===== config.mk =====
export PLATFORM = sky130hd
export DESIGN_NAME = multu_seq
export DESIGN_NICKNAME = d
export VERILOG_FILES = /design/src/rtl/multu_seq.sv
export SDC_FILE = /design/constraint.sdc
export NUM_CORES = 1
export LEC_CHECK = 0
export ABC_CLOCK_PERIOD_IN_PS = 9900
export CORE_AREA = 2 2 199 103
export DETAILED_ROUTE_END_ITERATION = 10
export DIE_AREA = 0 0 201 105
export GPL_ROUTABILITY_DRIVEN = 0
export PLACE_DENSITY = 0.69
export SYNTH_ARGS = -nofsm -noshare
export SYNTH_HDL_FRONTEND = slang
export SYNTH_SLANG_ARGS = --single-unit

===== constraint.sdc =====
create_clock -name clk -period 9.9 [get_ports clk]
set_input_delay 1.98 -clock clk [delete_from_list [all_inputs] [get_ports clk]]
set_output_delay 1.98 -clock clk [all_outputs]
set_load 0.01 [all_outputs]

===== src/rtl/multu_seq.sv =====
// Sequential unsigned multiplier (MULTU) with HI/LO result registers.
// Radix-2 shift-add: WIDTH calculation cycles, then one DONE cycle.
module multu_seq #(
  parameter int WIDTH = 32
) (
  input  logic             clk,
  input  logic             rst,
  input  logic             start,
  input  logic [WIDTH-1:0] src_a,
  input  logic [WIDTH-1:0] src_b,
  input  logic             mf_req,
  input  logic             rd_sel,
  output logic             busy,
  output logic             done,
  output logic             stall,
  output logic [WIDTH-1:0] hi,
  output logic [WIDTH-1:0] lo,
  output logic [WIDTH-1:0] rd_data
);

  localparam int CW = (WIDTH > 1) ? $clog2(WIDTH) : 1;
  localparam logic [CW-1:0] LAST = CW'(WIDTH - 1);

  typedef enum logic [1:0] {IDLE, CALC, DONE} state_t;

  state_t           state_q, state_d;
  logic [WIDTH-1:0] mcand_q, mcand_d;
  logic [WIDTH-1:0] mplier_q, mplier_d;
  logic [WIDTH-1:0] acc_q, acc_d;
  logic [CW-1:0]    cnt_q, cnt_d;
  logic [WIDTH-1:0] hi_q, hi_d;
  logic [WIDTH-1:0] lo_q, lo_d;
  logic [WIDTH:0]   sum;
  logic [WIDTH:0]   mplier_shift;

  // NOTE: every variable gets a default before the case so no path leaves
  // one unassigned, which would otherwise infer a latch.
  always_comb begin
    state_d      = state_q;
    mcand_d      = mcand_q;
    mplier_d     = mplier_q;
    acc_d        = acc_q;
    cnt_d        = cnt_q;
    hi_d         = hi_q;
    lo_d         = lo_q;
    sum          = '0;
    mplier_shift = '0;

    case (state_q)
      IDLE: begin
        if (start) begin
          mcand_d  = src_a;
          mplier_d = src_b;
          acc_d    = '0;
          cnt_d    = '0;
          state_d  = CALC;
        end
      end
      CALC: begin
        // Carry out of the add becomes the new accumulator MSB; the bit
        // shifted out of the accumulator fills the multiplier from the top.
        sum          = {1'b0, acc_q} + (mplier_q[0] ? {1'b0, mcand_q} : '0);
        mplier_shift = {sum[0], mplier_q};
        acc_d        = sum[WIDTH:1];
        mplier_d     = mplier_shift[WIDTH:1];
        cnt_d        = cnt_q + 1'b1;
        if (cnt_q == LAST) begin
          hi_d    = acc_d;
          lo_d    = mplier_d;
          state_d = DONE;
        end
      end
      DONE:    state_d = IDLE;
      default: state_d = IDLE;
    endcase
  end

  // NOTE: the reset clears the full datapath, not just the FSM, so an
  // abandoned multiply leaves nothing behind in HI/LO or the operand regs.
  always_ff @(posedge clk or posedge rst) begin
    if (rst) begin
      state_q  <= IDLE;
      mcand_q  <= '0;
      mplier_q <= '0;
      acc_q    <= '0;
      cnt_q    <= '0;
      hi_q     <= '0;
      lo_q     <= '0;
    end else begin
      // NOTE: non-blocking assignments so every register samples the
      // pre-edge values regardless of statement order.
      state_q  <= state_d;
      mcand_q  <= mcand_d;
      mplier_q <= mplier_d;
      acc_q    <= acc_d;
      cnt_q    <= cnt_d;
      hi_q     <= hi_d;
      lo_q     <= lo_d;
    end
  end

  assign busy    = (state_q != IDLE);
  assign done    = (state_q == DONE);
  assign stall   = mf_req & busy;
  assign hi      = hi_q;
  assign lo      = lo_q;
  assign rd_data = rd_sel ? hi_q : lo_q;

endmodule


==> metrics.yaml <==
outcome: "finished clean"
synth_top_family_by_area: "simple AND/OR/NAND/NOR gates"
grt_pass1_wl_mm: 37.2
layout_common_cells: "dfrtp_1, clkdlybuf4s50_1, nand2_1, nor2_1, o21ai_1"
layout_commonest_cell: "dfrtp_1"
post-dp-hpwl_mm: 16.1
clk_pin_slew_ns: 0.07
vias: 7029
cap_violations: 0
ctsHtreeMaxLevel: 4
p_leak_nw: 4.85
syn_area_um2: 8560
antenna_found_initial: 0
crit_required_ns: 7.92
grt-ovfl-total: 0
drive_gt1_frac: 0.0814
cts_resized: 0
tns_ns: 0
synth_cells: 899
synthAdderAreaFrac: 0.0520
synth_cell_types: 51
wl_per_cell_um: 17.5
period_minus_slack_ns: 5.47
synth_warnings: 0
yosysTopAreaCell: "dfrtp_1"
cts_sinks: 167
yosysTopAreaCellShare: 0.488
track_usage: 0.221
cts_buffers: 17
postSynthAreaPerCell_um2: 9.52
die_w_um: 201
synth_simple_gate_area_frac: 0.181
crit_type: "input port to primary output"
root_buffer: "clkbuf_16"
slew_viol_final: 0
synthMuxAreaShare: 0.0842
drcViolationCount: 0
cts_buffer_depth: 2
final.setup_skew_ns: 0.0194
fp-row-count: 36
dr.first_iter.drc_count: 538
ant_nets: 0
powerDensity_nw_per_um2: 373
postPlaceCellArea_um2: 10400
io_pins: 168
hold_class: "flop to flop"
grt_max_degree: 104
drt_first_pass_iters: 4
start_kind: "input port"
syn2layout_area_growth_pct: 28.4
dp_cells: 1278
grt_pass1_vias: 6836
syn_nets: 1003
die_y_um: 105
ir_drop_uv: 176
clkLatencyLatePin_ns: 0.44
initial_core_util: 0.445
final_util: 0.571
synth_compound_area_frac: 0.135
cts_hold_buf: 0
dieArea_um2: 21100
finalNonFillerCells: 1310
fillCellCount: 1697
max_freq_mhz: 183
rsz0062_at_grt: "no"
io_buffer_count: 167
post_cts_buffers: 0
period_share: 0.552
final_area_um2: 11000
diodes: 0
routed_wl_mm: 22.9
synthTopCellsByArea: "dfrtp_1, nand2_1, ha_1, mux2_1, mux2_2"
max-slew-margin-rel: 0.202
setup.worst_path.end_class: "primary output"
hold_viol: 0
cts_tree: "done"
setup_violations: 0
ys_ff_latch: 167
final_nets: 1135
via_per_inst: 5.37
coreArea_um2: 19200
crit_fanout: 32
synth_xor_area_frac: 0.0297
worst_pin_slew_ns: 1.19
critPathArrivalTime_ns: 3.49
ys_seq_area_frac: 0.488
==> path summary, 6_finish.rpt <==
path / slack (ns) / start / endpoint / cells after the start
worst min-delay path: 0.49 / mcand_q[29] / mcand_q[29] / 1
min in group asynchronous: 2.08 / rst / lo[9] / 2
worst min register to register: 0.49 / mcand_q[29] / mcand_q[29] / 1
worst max-delay path: 4.43 / rd_sel / rd_data[0] / 3
worst max register to register: 5.95 / mplier_q[0] / acc_q[18] / 11
max in group asynchronous: 6.30 / rst / hi[2] / 3
==> logic make-up after synthesis <==
kind of cell	count (synthesis)
DFF	167
AOI/OAI and AO/OA	188
muxes	64
adders and majority gates	35
and+or+nand+nor	349
xor gates and xnor gates	29
buffers and inverters	67
==> synth_stat cells, drive strengths merged <==
cell and count:
nand4 14, o21a 4, or4b 1, xnor2 17, a21oi 28, and2 34, o31ai 7, and3 2
nand3 48, ha 34, fa 1, o311a 1, nand2b 2, or4 2, clkbuf 50, a21o 13
o22ai 32, o21bai 3, a31oi 3, o211ai 1, nor2 81, a221o 1, o211a 1, a211oi 4
nor2b 6, nor3 2, xor2 12, o2111ai 4, dfrtp 167, buf 8, o21ba 1, o21ai 83
nand2 156, a311oi 2, inv 9, nor4 1, mux2 64
==> worst max-delay path, stage by stage <==
cell             delay (ns)
buf_2                  0.60
mux2_2                 0.41
clkdlybuf4s50_1        0.48
==> power by group <==
group,switching (mW),internal (mW)
registers,0.213,0.980
clock network,0.323,0.347
logic,1.31,0.923
==> per-stage QoR <==
stage | total power, mW | setup WS, ns | hold slack (ns)
floorplan | 2.65 | 3.40 | 0.437
global route | 4.39 | 4.37 | 0.519
finish | 4.10 | 4.43 | 0.491
detailed placement | 3.40 | 4.43 | 0.462
CTS | 4.08 | 4.43 | 0.483
global placement | 3.33 | 4.48 | 0.453
==> sequential cells by signal (all words and copies together) (netlist names) <==
name and flops:
state_q 2, lo 32, hi 32, cnt_q 5, acc_q 32, mplier_q 32, mcand_q 32
==> final cells by class <==
cell class	count	area (um^2)	share of cell area
Clock buffer	18	439	0.0400
Clock inverter	14	155	0.0141
Timing Repair Buffer	171	1700	0.154
Multi-Input combinational cell	665	4150	0.378
Sequential cell	167	4180	0.380
Tap cell	266	333	0.0303
Inverter	9	38.8	0.00353
==> per-layer routing <==
metal | share of wire | track usage
met1 | 0.51 | 0.334
met2 | 0.44 | 0.332
met3 | 0.046 | 0.0343
met4 | 0.0055 | 0.0524
met5 | 0 | 0
No activity file was read; power rests on OpenSTA's default activity.
==> RTL edit: new RTL, config.mk and constraints unchanged <==
Reset style: synchronous (`rst`), changed in one clocked block.
--- a/src/rtl/multu_seq.sv
+++ b/src/rtl/multu_seq.sv
@@ -77,7 +77,7 @@
 
   // NOTE: the reset clears the full datapath, not just the FSM, so an
   // abandoned multiply leaves nothing behind in HI/LO or the operand regs.
-  always_ff @(posedge clk or posedge rst) begin
+  always_ff @(posedge clk) begin
     if (rst) begin
       state_q  <= IDLE;
       mcand_q  <= '0;
Check against the original RTL: differs if rst is asserted again (counterexample within 4 cycles, from zero or initial values and one cycle with rst high); with rst held inactive, the same outputs for 10 cycles.
==> RTL edit against the original RTL <==
- setup slack worse by 0.24 ns
- highest routed layer unchanged
- design area fell by 2.4%
- first-iteration DRC count decreased by 6.3%
- global-route usage up 0.68 points
- synthesized cell count increased by 19%
- largest cell class is now multi-input gates
- sequential cell count is the same
- area after synthesis decreased by 2.1%
- wire length is 5.2% higher
- hold slack got worse by 0.040 ns
Power is not compared: it rests on default switching activity, and its combinational part moved more than twofold at a synthesized area within 25%.
==> RTL edit: results (changes against the original RTL) <==
| Metric | Value |
|---|---|
| Status | finished, final reports clean |
| Hpwl dp | 16.89 mm (+4.8%) |
| Slowest cell delay on critical path | 0.49 ns (-0.11 ns) |
| Number of global-route vias before repair | 7492 (+9.6%) |
| Synth area leaders | dfxtp_1, nand2_1, a21oi_1, ha_1, mux2_2 |
| Detailed Route Iter0 Violations | 504 (-6.3%) |
| Clock H-tree levels | 4 (unchanged) |
| Diodes inserted | 0 (unchanged) |
| Worst-skew pair later-pin latency | 0.42 ns (-0.02 ns) |
| CTS max path bufs | 2 (unchanged) |
| Worst Skew | 0.007652 ns (-0.01171 ns) |
| Initial antenna violation count | 0 (unchanged) |
| Leakage | 0.004175 µW |
| Via count | 7873 (+12%) |
| Yosys cell types | 51 (unchanged) |
| Port buffer count | 167 (unchanged) |
| First-pass GRT wire length | 39.18 mm (+5.4%) |
| Max Fanout on Critical Path | 32 (unchanged) |
| Slowest-stage cell, CP | clkdlybuf4s50_1 |
| Gr usage total | 0.2281 (+0.006847) |
| Number of post-CTS setup repair buffers | 0 (unchanged) |
| Net Count, Synth | 1175 (+17%) |
| Post_cts resized | 0 (unchanged) |
| Register area share after synthesis | 0.3991 (-0.08913) |
| Clock input transition at the sequential cells of the worst setup and hold paths | 0.07 ns (about the same) |
| DRT Pass-1 Iters | 7 (+3) |
| Layout cells sized above 1 | 0.07583 (-0.005584) |
| Most common library cells after synthesis | nand2_1, dfxtp_1, a21oi_1, nor2_1, clkbuf_1 |
| Post-synth ARST share | 0 (-1.000) |
| Number of CTS-inserted buffers | 17 (unchanged) |
| Dpl ws | 4.202 ns (-0.2269 ns) |
| Slew @ Worst Pin | 1.117 ns (-0.07675 ns) |
| DP Area | 10160 µm² (-2.2%) |
| Largest net degree at the start of global routing | 107 (+2.9%) |
| Worst EP arrival | 3.73 ns (+0.24 ns) |
| NumNets Final | 1292 (+14%) |
| Post-Route WL | 24.13 mm (+5.2%) |
RTL edit: layer usage:
layer	vias up	routed length [µm]	track usage
met3	30	1097	0.03774
met5	-	0	0
li1	3925	-	-
met1	3707	11740	0.3165
met2	211	10950	0.3660
met4	0	345	0.06349
RTL edit: kinds of logic after synthesis:
group           after synthesis  share of synthesized area
simple gates                457                     0.2339
mux                          33                    0.04421
xor+xnor                     28                    0.02927
compound gates              260                     0.1996
flops                       167                     0.3991
buf+inv                      91                    0.04078
fa+ha+maj                    35                    0.05317
RTL edit: final cells by class:
type / instances / area, µm²
clock inverter: 13 / 123.9
tap: 266 / 332.8
clock buffer: 18 / 439.2
inverter: 14 / 52.55
fill: 1770 / 8506
multi-input combinational: 813 / 4707
timing repair buffer: 175 / 1729
sequential: 167 / 3343
RTL edit: final timing paths:
check | startpoint | to | slack (ns) | cells after the start
worst min register to register | mcand_q[11]$_SDFFE_PP0P_ | mcand_q[11]$_SDFFE_PP0P_ | 0.45 | 2
worst max-delay path | rd_sel | rd_data[22] | 4.19 | 4
worst max register to register | mplier_q[0]$_SDFFE_PP0P_ | acc_q[31]$_SDFFE_PP0P_ | 6.07 | 13
worst min-delay path | mcand_q[11]$_SDFFE_PP0P_ | mcand_q[11]$_SDFFE_PP0P_ | 0.45 | 2
RTL edit: per-stage QoR:
stage	utilization	hold WS (ns)	instances
6_report	0.5578	0.4513	1466
5_1_grt	0.5578	0.4689	1466
4_1_cts	0.5578	0.4536	1466
3_5_place_dp	0.5285	0.4442	1435
3_3_place_gp	0.5285	0.4391	1435
2_1_floorplan	-	0.4287	1071
RTL edit: power by group:
group,total [µW],leakage [µW],switching [µW],internal (µW)
registers,713,0.00136,18.3,695
logic,132,0.00255,76.9,55.5
clock network,639,0.000263,284,354
total,1480,0.00417,380,1100
